$ cat config.mk
export PLATFORM = sky130hd
export DESIGN_NAME = lpc_frame_sequencer
export DESIGN_NICKNAME = d
export VERILOG_FILES = /design/src/rtl/lpc_frame_sequencer.sv
export SDC_FILE = /design/constraint.sdc
export NUM_CORES = 1
export LEC_CHECK = 0
export CELL_PAD_IN_SITES_DETAIL_PLACEMENT = 0
export CELL_PAD_IN_SITES_GLOBAL_PLACEMENT = 1
export CORE_MARGIN = 1.5
export CORE_UTILIZATION = 37
export DETAILED_ROUTE_END_ITERATION = 10
export PLACE_DENSITY_LB_ADDON = 0.1
export SLEW_MARGIN = 15
export SYNTH_ARGS = -nofsm -noshare
export SYNTH_HDL_FRONTEND = slang
export SYNTH_SLANG_ARGS = --single-unit
$ cat constraint.sdc
create_clock -name i_clk -period 1.94 [get_ports i_clk]
set_input_delay 0.194 -clock i_clk [delete_from_list [all_inputs] [get_ports i_clk]]
set_output_delay 0.194 -clock i_clk [all_outputs]
set_load 0.02 [all_outputs]
$ cat src/rtl/lpc_frame_sequencer.sv
// lpc_frame_sequencer: per-frame controller for the LPC chain (autocorr, lag window, Levinson, Az-to-LSP).
// Define LPC_SEQ_TIMEOUT_EN to add a per-stage watchdog that reports through o_timeout_err.
module lpc_frame_sequencer #(
  parameter int TIMEOUT_CYCLES = 4095
) (
  input  logic       i_clk,
  input  logic       i_reset,
  input  logic       i_frame_start,
  input  logic       i_autocorr_done,
  input  logic       i_lag_done,
  input  logic       i_lev_done,
  input  logic       i_lsp_done,
  output logic       o_autocorr_start,
  output logic       o_lag_start,
  output logic       o_lev_start,
  output logic       o_lsp_start,
  output logic [1:0] o_mem_mux_sel,
  output logic       o_busy,
  output logic       o_frame_done,
  output logic [7:0] o_frame_count,
  output logic       o_overrun,
  output logic       o_timeout_err
);
  typedef enum logic [3:0] {IDLE, S_AC, W_AC, S_LAG, W_LAG, S_LEV, W_LEV, S_LSP, W_LSP, FIN} state_t;
  state_t r_state;
  logic   r_pend;
  logic   w_to;
`ifdef LPC_SEQ_TIMEOUT_EN
  logic [11:0] r_cnt;
  logic        r_terr;
  logic        w_wait;
  logic        w_done;
  assign w_wait = r_state inside {W_AC, W_LAG, W_LEV, W_LSP};
  assign w_done = (r_state == W_AC && i_autocorr_done) || (r_state == W_LAG && i_lag_done) ||
                  (r_state == W_LEV && i_lev_done) || (r_state == W_LSP && i_lsp_done);
  assign w_to = w_wait && !w_done && (r_cnt == 12'(TIMEOUT_CYCLES - 1));
  assign o_timeout_err = r_terr;
  // Leaving a W state always passes through a non-W state, so the counter is 0 on every W entry
  always_ff @(posedge i_clk or posedge i_reset)
    if (i_reset) begin
      r_cnt  <= '0;
      r_terr <= 1'b0;
    end else begin
      r_cnt <= w_wait ? r_cnt + 12'd1 : 12'd0;
      if (w_to) r_terr <= 1'b1;
    end
`else
  assign w_to = 1'b0;
  assign o_timeout_err = 1'b0;
`endif
  always_ff @(posedge i_clk or posedge i_reset)
    if (i_reset) begin
      r_state          <= IDLE;
      r_pend           <= 1'b0;
      o_autocorr_start <= 1'b0;
      o_lag_start      <= 1'b0;
      o_lev_start      <= 1'b0;
      o_lsp_start      <= 1'b0;
      o_mem_mux_sel    <= 2'd0;
      o_busy           <= 1'b0;
      o_frame_done     <= 1'b0;
      o_frame_count    <= 8'd0;
      o_overrun        <= 1'b0;
    end else begin
      o_autocorr_start <= 1'b0;
      o_lag_start      <= 1'b0;
      o_lev_start      <= 1'b0;
      o_lsp_start      <= 1'b0;
      o_frame_done     <= 1'b0;
      if (i_frame_start && r_state != IDLE) begin
        if (r_pend) o_overrun <= 1'b1;
        r_pend <= 1'b1;
      end
      case (r_state)
        IDLE: if (i_frame_start || r_pend) begin
          r_state          <= S_AC;
          r_pend           <= i_frame_start && r_pend;
          o_autocorr_start <= 1'b1;
          o_mem_mux_sel    <= 2'd1;
          o_busy           <= 1'b1;
        end
        S_AC:  r_state <= W_AC;
        W_AC:  if (i_autocorr_done) begin
          r_state       <= S_LAG;
          o_lag_start   <= 1'b1;
          o_mem_mux_sel <= 2'd2;
        end
        S_LAG: r_state <= W_LAG;
        W_LAG: if (i_lag_done) begin
          r_state       <= S_LEV;
          o_lev_start   <= 1'b1;
          o_mem_mux_sel <= 2'd3;
        end
        S_LEV: r_state <= W_LEV;
        W_LEV: if (i_lev_done) begin
          r_state     <= S_LSP;
          o_lsp_start <= 1'b1;
        end
        S_LSP: r_state <= W_LSP;
        W_LSP: if (i_lsp_done) begin
          r_state       <= FIN;
          o_frame_done  <= 1'b1;
          o_mem_mux_sel <= 2'd0;
        end
        FIN: begin
          r_state       <= IDLE;
          o_busy        <= 1'b0;
          o_frame_count <= o_frame_count + 8'd1;
        end
        default: r_state <= IDLE;
      endcase
      // A stalled stage abandons the frame and any queued request
      if (w_to) begin
        r_state       <= IDLE;
        r_pend        <= 1'b0;
        o_mem_mux_sel <= 2'd0;
        o_busy        <= 1'b0;
      end
    end
endmodule
Yosys cells after proc, flatten, opt, wreduce, memory -nomap -nowiden:

Index checks and enable logic that the tools add are counted.

* bits in registers: 22
* output and inout bits: 18
* logic and storage cells: 63

* add/sub/neg operators: 1
* equal/unequal tests: 14
* multiplexer cells: 26
* reduce and logical (&&, ||, !) cells: 11

Operators with widths (number)
* $pmux 4 s9: 1
* $mux 4: 5
* $eq 4x3->1 const B: 4
* $mux 1: 14
* $ne 2x2->1 const B: 5
* $reduce_and 5->1: 2
* $add 8x1->8 const B: 1
* $eq 4x2->1 const B: 2
* $eq 4x4->1 const B: 2
* $mux 2: 4
* $pmux 2 s4: 1
* $reduce_bool 4->1: 2
* $eq 4x1->1 const B: 1
* $logic_not 4->1: 1
* $reduce_and 2->1: 2
* $logic_and 1x1->1: 2
* $pmux 1 s2: 1
* $reduce_bool 2->1: 1
* $logic_or 1x1->1: 1

Longest topological paths before layout:

Gate-level depths: netlist of the first run.

* depth after elaboration: 5
* depth in mapped cells: 6

Least setup slack after synthesis of the first run:

Ideal clock, no wire load.

* kind: register to register
* start point: register r_state[1]
* end point: register o_mem_mux_sel[0]
* arrival time: 1.341 ns
* path slack: 0.472 ns
* cell stages (with the launch flop): 6
* clock period less this slack: 1.468 ns
* path through: dfrtp_1 > buf_6 > nor4b_1 > nor2_1 > and3_1 > mux2_1

* word-level cells in the longest chain between the ends: 3
* elaborated cells between the ends (all ways): 11
* those cells by class: 7 x eq/ne; 1 x mux; 3 x reduce/logical

RTL lines
* from (decl): RTL line 25 `state_t r_state;`
* from (signal assigned): RTL line 53 `r_state <= IDLE;`
* from (signal assigned): RTL line 76 `r_state <= S_AC;`
* from (signal assigned): RTL line 82 `S_AC: r_state <= W_AC;`
* $eq 4x4->1, or another cell as far along: RTL line 74 `case (r_state)`
* $reduce_bool 4->1 (no line) or $ne 2x2->1 (tied branches)
* $reduce_and 5->1 (no line)
* to (signal assigned): RTL line 79 `o_mem_mux_sel <= 2'd1;`
* to (signal assigned): RTL line 86 `o_mem_mux_sel <= 2'd2;`
* to (signal assigned): RTL line 92 `o_mem_mux_sel <= 2'd3;`
* to (decl): RTL line 17 `output logic [1:0] o_mem_mux_sel,`

Several ways; a longest one is shown, not always the timed one.
A chain may end at the register's enable or synchronous reset.

Final worst setup path of the first run:

* start point: register r_state[2]
* end point: register o_mem_mux_sel[1]

Same word-level chain as after synthesis.

==> metrics.txt, run 1 <==
status finished clean; Routed wire per std cell 13.0 um; share of power burned in registers 0.465; LEAKAGE 0.556 nW; peak supply drop 0.000768 V; final setup violation count 0; Boundary Pins 25; Routed Antenna Nets 0; multi-input combinational cell area 410 sq um; Rows 18; die area 3080 sq um; TritonCTS Buffers 3; Mapped Cells 87; fin crit share 0.897; pre-CTS setup slack 0.137 ns; total track usage 0.129; gr ovfl total 0; CTS clk-pin slew, worst paths 0.12 ns; startpoint class of the critical path flip-flop; final hold violation count 0; f_max 575 MHz; Comb pwr share 0.378; Post-synth EDFFs 0; worst path cell trace nand2b_1 > a221oi_1 > and3_1 > mux2_1; CTS resizes 0; worst setup margin 0.200 ns; CP arrival 1.94 ns; core area 2540 sq um; Max Root-Sink Buffers 2; power density cells 1260 nW/um^2; FF+latch area 551 sq um; Net count, final 118; Root Buffer Master clkbuf_4; vias 686; post-DR vias/cell 4.94; Worst-Skew Late Latency 0.30 ns; Ant. Diodes 0; Internal Power 1.02 mW; global-route wire length before repair 3130 um; worst hold path class input port to asynchronous set/reset pin; Max FO, Critical Path 14; Syn Area/Cell 11.7 sq um; layout cells sized above 1 0.110; FF+latch count, synth 22; crit path max-delay cell type dfrtp_1; CTS tree built; Switching Fraction 0.364; largest net degree at the start of global routing 23; synth warn 0; Worst Clk Skew 0.00298 ns; die span in y 55.5 um; vias in the first global route 662; most common cell after layout, fill and taps aside clkdlybuf4s50_1; ys async rst share 1.00; # clock sinks 22; count of input and output buffers 23; starting density of the core 0.400; Hold Buf Count CTS 0; Slew Limit Fails 0; Req. time, crit path 2.14 ns; Clk pwr share 0.157; Switching Power 584 uW; Synthesized Nets 95; antenna violations before repair 0; Post-CTS Setup Bufs 0; post-synth top area share 0.541; min cycle time layout 1.74 ns; Synth area leaders dfrtp_1, xnor2_1, and3_1; ys flop type dfrtp_1; slowest stage delay, CP 0.55 ns; initial DRC count 4; Area growth syn-to-layout 25.3%; post-detail-place hpwl 1260 um; CP endpoint kind flip-flop; Synth Cell Area 1020 sq um; Crit Path Class flip-flop to flip-flop; Setup TNS 0 ns; post-layout util 0.501; maxcap violations 0; fill count 247; unrepaired setup endpoints after global routing false; largest area contributor in the netlist dfrtp_1; DR pass1 iterations 3; most frequent cells in the layout clkdlybuf4s50_1, dfrtp_1, xnor2_1; number of library cell types mapped by synthesis 31; sequential share of the synthesized area 0.541; die width 55.5 um; final WL 1800 um; htree depth 1; routability cong. 0.720; DRC Markers 0
-- metal layers --
layer,global-route usage,vias to the layer above,wire length [um]
met5,0,-,0
met4,0.0314,0,15
met3,0.0562,2,98
met2,0.177,17,770
met1,0.185,327,918
li1,-,340,-
-- path summary, 6_finish.rpt --
check	start	end	slack (ns)	cells past startpoint
worst max-delay path	r_state[2]	o_mem_mux_sel[1]	0.20	4
worst min-delay path	i_reset	o_frame_count[4]	0.21	3
worst max register to register	r_state[2]	o_mem_mux_sel[1]	0.20	4
worst min register to register	o_frame_count[7]	o_frame_count[7]	0.48	1
max in group asynchronous	i_reset	o_mem_mux_sel[0]	1.51	3
min in group i_clk	i_lsp_done	o_frame_done	0.47	2
-- per-stage QoR --
stage	std cells	power, mW	cell area [sq um]	hold WS, ns
2_1_floorplan	87	1.21	1020	0.183
3_3_place_gp	135	1.36	1240	0.450
3_5_place_dp	135	1.37	1240	0.459
4_1_cts	139	1.63	1280	0.215
5_1_grt	139	1.74	1280	0.217
6_report	139	1.60	1280	0.211
-- flip-flops by register name, summed over array words and instances, names as in the netlist --
signal            flops
o_frame_done          1
o_lsp_start           1
o_mem_mux_sel         2
o_autocorr_start      1
o_busy                1
o_lev_start           1
r_pend                1
o_overrun             1
o_frame_count         8
o_lag_start           1
r_state               4
-- worst max-delay path, delay by kind of cell, from the launching register on --
family | cells | cell delay (ns)
and+or+nand+nor | 2 | 0.48
muxes | 1 | 0.32
DFF | 1 | 0.55
AOI/OAI and AO/OA | 1 | 0.29
-- area by class of cell --
| class | instances | share of cell area |
|---|---|---|
| Clock buffer | 4 | 0.0284 |
| Inverter | 1 | 0.00294 |
| Tap cell | 30 | 0.0294 |
| Multi-Input combinational cell | 58 | 0.322 |
| Sequential cell | 22 | 0.431 |
| Timing Repair Buffer | 24 | 0.186 |
-- kinds of logic (layout without fill, tap and decap cells) --
kind of cell / after synthesis / after routing / synth area share
simple gates: 35 / 35 / 0.208
flops: 22 / 22 / 0.541
xor+xnor: 11 / 11 / 0.0946
buf+inv: 7 / 29 / 0.0565
compound gates: 6 / 6 / 0.0418
mux: 3 / 3 / 0.0332
fa+ha+maj: 2 / 2 / 0.0221
other cells: 1 / 1 / 0.00368
-- power by group through the flow --
stage	Combinational (mW)	Sequential, mW	Clock, mW
2_1_floorplan	0.486	0.727	0
6_report	0.607	0.746	0.251
3_3_place_gp	0.605	0.752	0
5_1_grt	0.682	0.774	0.285
3_5_place_dp	0.613	0.756	0
4_1_cts	0.616	0.747	0.264
-- Yosys cell counts (2+ instances only) --
cell      number
and3_1         6
o21ai_0        3
mux2_1         2
nand2b_1       2
dfrtp_1       22
nand4_1        2
xor2_1         3
buf_6          3
nor2b_1        4
nor2_1         7
nand3_1        2
buf_4          2
xnor2_1        8
nand2_1        4
No activity file was read; power rests on OpenSTA's default activity.
==> run 2, diff against run 1 <==
--- a/config.mk
+++ b/config.mk
@@ -5,10 +5,10 @@
 export SDC_FILE = /design/constraint.sdc
 export NUM_CORES = 1
 export LEC_CHECK = 0
+export CAP_MARGIN = 20
 export CELL_PAD_IN_SITES_DETAIL_PLACEMENT = 0
 export CELL_PAD_IN_SITES_GLOBAL_PLACEMENT = 1
-export CORE_MARGIN = 1.5
-export CORE_UTILIZATION = 37
+export CORE_UTILIZATION = 33
 export DETAILED_ROUTE_END_ITERATION = 10
 export PLACE_DENSITY_LB_ADDON = 0.1
 export SLEW_MARGIN = 15
==> constraint.sdc (replaced) <==
create_clock -name i_clk -period 1.4 [get_ports i_clk]
set_input_delay 0.14 -clock i_clk [delete_from_list [all_inputs] [get_ports i_clk]]
set_output_delay 0.14 -clock i_clk [all_outputs]
set_load 0.02 [all_outputs]
==> run 2 against run 1 <==
Compared with the run above:
- the run now ends with design-rule violations, negative setup slack left
- clock power up 93%
- sequential power up 32%
- die area up 7.7%
- via count up 8.2%
- largest cell class unchanged
==> metrics.txt, run 2 (same netlist as run 1, synthesis figures left out) <==
status finished with violations; failing checks design-rule violations, negative setup slack; met2 usage 0.234 (+0.0573); Total Power 2.78 mW (+73%); most frequent cells in the layout dfrtp_1, dlygate4sd2_1, buf_4; global-route wire length before repair 3460 um (+11%); Max Root-Sink Buffers 2 (unchanged); final WL 2000 um (+11%); starting density of the core 0.360 (-0.0402); multi-input combinational cell area 502 sq um (+22%); Worst-Skew Late Latency 0.31 ns (about the same); DP Area 1380 sq um (+12%); Ant. Diodes 0 (unchanged); CP endpoint kind flip-flop; gr ovfl total 0 (unchanged); fin crit share 1.10 (+0.201); Area growth syn-to-layout 45.3%; post-DR vias/cell 4.85 (-1.7%); Net count, final 131 (+11%); min cycle time layout 1.54 ns (-0.203 ns); final hold violation count 0 (unchanged); f_max 651 MHz (+13%); max FFs per register 8 (unchanged); power density cells 1880 nW/um^2 (+50%); die width 57.6 um (+3.8%); TritonCTS Buffers 3 (unchanged); Worst Clk Skew 0.00313 ns (+0.000145 ns); Biggest register o_frame_count; LEAKAGE 0.722 nW (+30%); crit path buf inv count 1 (+1); DR pass1 iterations 6 (+3); Root Buffer Master clkbuf_4; worst path cell trace buf_6 > a221oi_4 > and3_4 > mux2_4; htree depth 1 (unchanged); slowest stage delay, CP 0.51 ns (-0.04 ns); r2r endpoint o_mem_mux_sel[1]; registers with the most flip-flops o_frame_count x8, r_state x4, o_mem_mux_sel x2; final setup violation count 5 (+5); largest net degree at the start of global routing 23 (unchanged); Routed wire per std cell 13.1 um (+0.83%); post-detail-place hpwl 1490 um (+18%); die area 3310 sq um (+7.7%); core area 2830 sq um (+11%); unrepaired setup endpoints after global routing true; Worst Reg-to-Reg Cells 4 (unchanged); DRC Markers 1 (+1); worst setup margin -0.137 ns (-0.337 ns); CP delay by family, top flip-flops; met3 global-route usage 0.0499 (-0.00632); die span in y 57.6 um (+3.8%); startpoint class of the critical path flip-flop; FF+latch area 554 sq um (+0.68%); Slew Limit Fails 0 (unchanged); peak supply drop 0.00105 V (+37%); Setup TNS -0.335 ns (-0.335 ns); Max FO, Critical Path 7 (-7); crit path max-delay cell type dfrtp_2; gr busiest metal met2; crit path from r_state[3]; CP arrival 1.74 ns (-0.20 ns); most common cell after layout, fill and taps aside dfrtp_1; Crit Path Class flip-flop to flip-flop; vias 742 (+8.2%); # clock sinks 22 (unchanged); routability cong. 0.739 (+2.6%); vias in the first global route 736 (+11%); fill count 260 (+5.3%); Rows 19 (+1); layout cells sized above 1 0.311 (+0.201); worst hold margin 0.150 ns (-0.0602 ns); launching point of the worst reg2reg path r_state[3]; GRT met1 Usage 0.179 (-0.00642); fin area 1480 sq um (+16%); Boundary Pins 25 (unchanged); pre-CTS setup slack -0.236 ns (-0.374 ns); antenna violations before repair 0 (unchanged); Routed Antenna Nets 0 (unchanged); R2R setup slack -0.14 ns (-0.34 ns); Req. time, crit path 1.61 ns (-0.53 ns); maxcap violations 0 (unchanged); total track usage 0.140 (+0.0117); count of input and output buffers 23 (unchanged); initial DRC count 4 (unchanged); CTS tree built; CTS clk-pin slew, worst paths 0.12 ns (about the same); worst hold path class input port to asynchronous set/reset pin
-- run 2: worst min-delay path, cell delays in order --
cell	delay, ns
clkdlybuf4s50_1	0.39
inv_1	0.05
buf_4	0.28
-- run 2: how the worst max path moves through the flow --
| stage | end | slack, ns | cells after the start |
|---|---|---|---|
| 2_1_floorplan | o_mem_mux_sel[0] | -0.01 | 4 |
| 3_3_place_gp | o_mem_mux_sel[1] | -0.22 | 5 |
| 3_5_place_dp | o_mem_mux_sel[1] | -0.24 | 5 |
| 4_1_cts | o_mem_mux_sel[1] | -0.12 | 4 |
| 5_1_grt | o_mem_mux_sel[1] | -0.19 | 4 |
| 6_report | o_mem_mux_sel[1] | -0.14 | 4 |
-- run 2: layout make-up --
| cell class | count | share of cell area |
|---|---|---|
| sequential | 22 | 0.374 |
| timing repair buffer | 37 | 0.222 |
| tap | 31 | 0.0262 |
| clock buffer | 3 | 0.0152 |
| clock inverter | 1 | 0.0203 |
| multi-input combinational | 58 | 0.339 |
| inverter | 1 | 0.00254 |
-- run 2: per-stage QoR --
stage          instances   util
6_report             153  0.523
5_1_grt              153  0.523
4_1_cts              151  0.508
2_1_floorplan         87      -
3_3_place_gp         147  0.489
3_5_place_dp         147  0.489
-- run 2: timing repair --
action                                 CTS  global route
hold buffers                             0             0
setup endpoints to repair               22             7
gates resized for setup                 22             6
buffers inserted                         0             2
endpoints found under the hold margin    0             0
pin swaps                                3             5
-- run 2: report_power, final --
part	total [mW]	switching [mW]	internal [mW]
clock network	0.484	0.195	0.289
registers	0.986	0.187	0.799
logic	1.31	0.584	0.730
total	2.78	0.966	1.82
-- run 2: metal layers --
layer	up-vias	wire length (um)
li1	364	-
met2	17	965
met5	-	0
met4	0	17
met3	2	114
met1	359	903
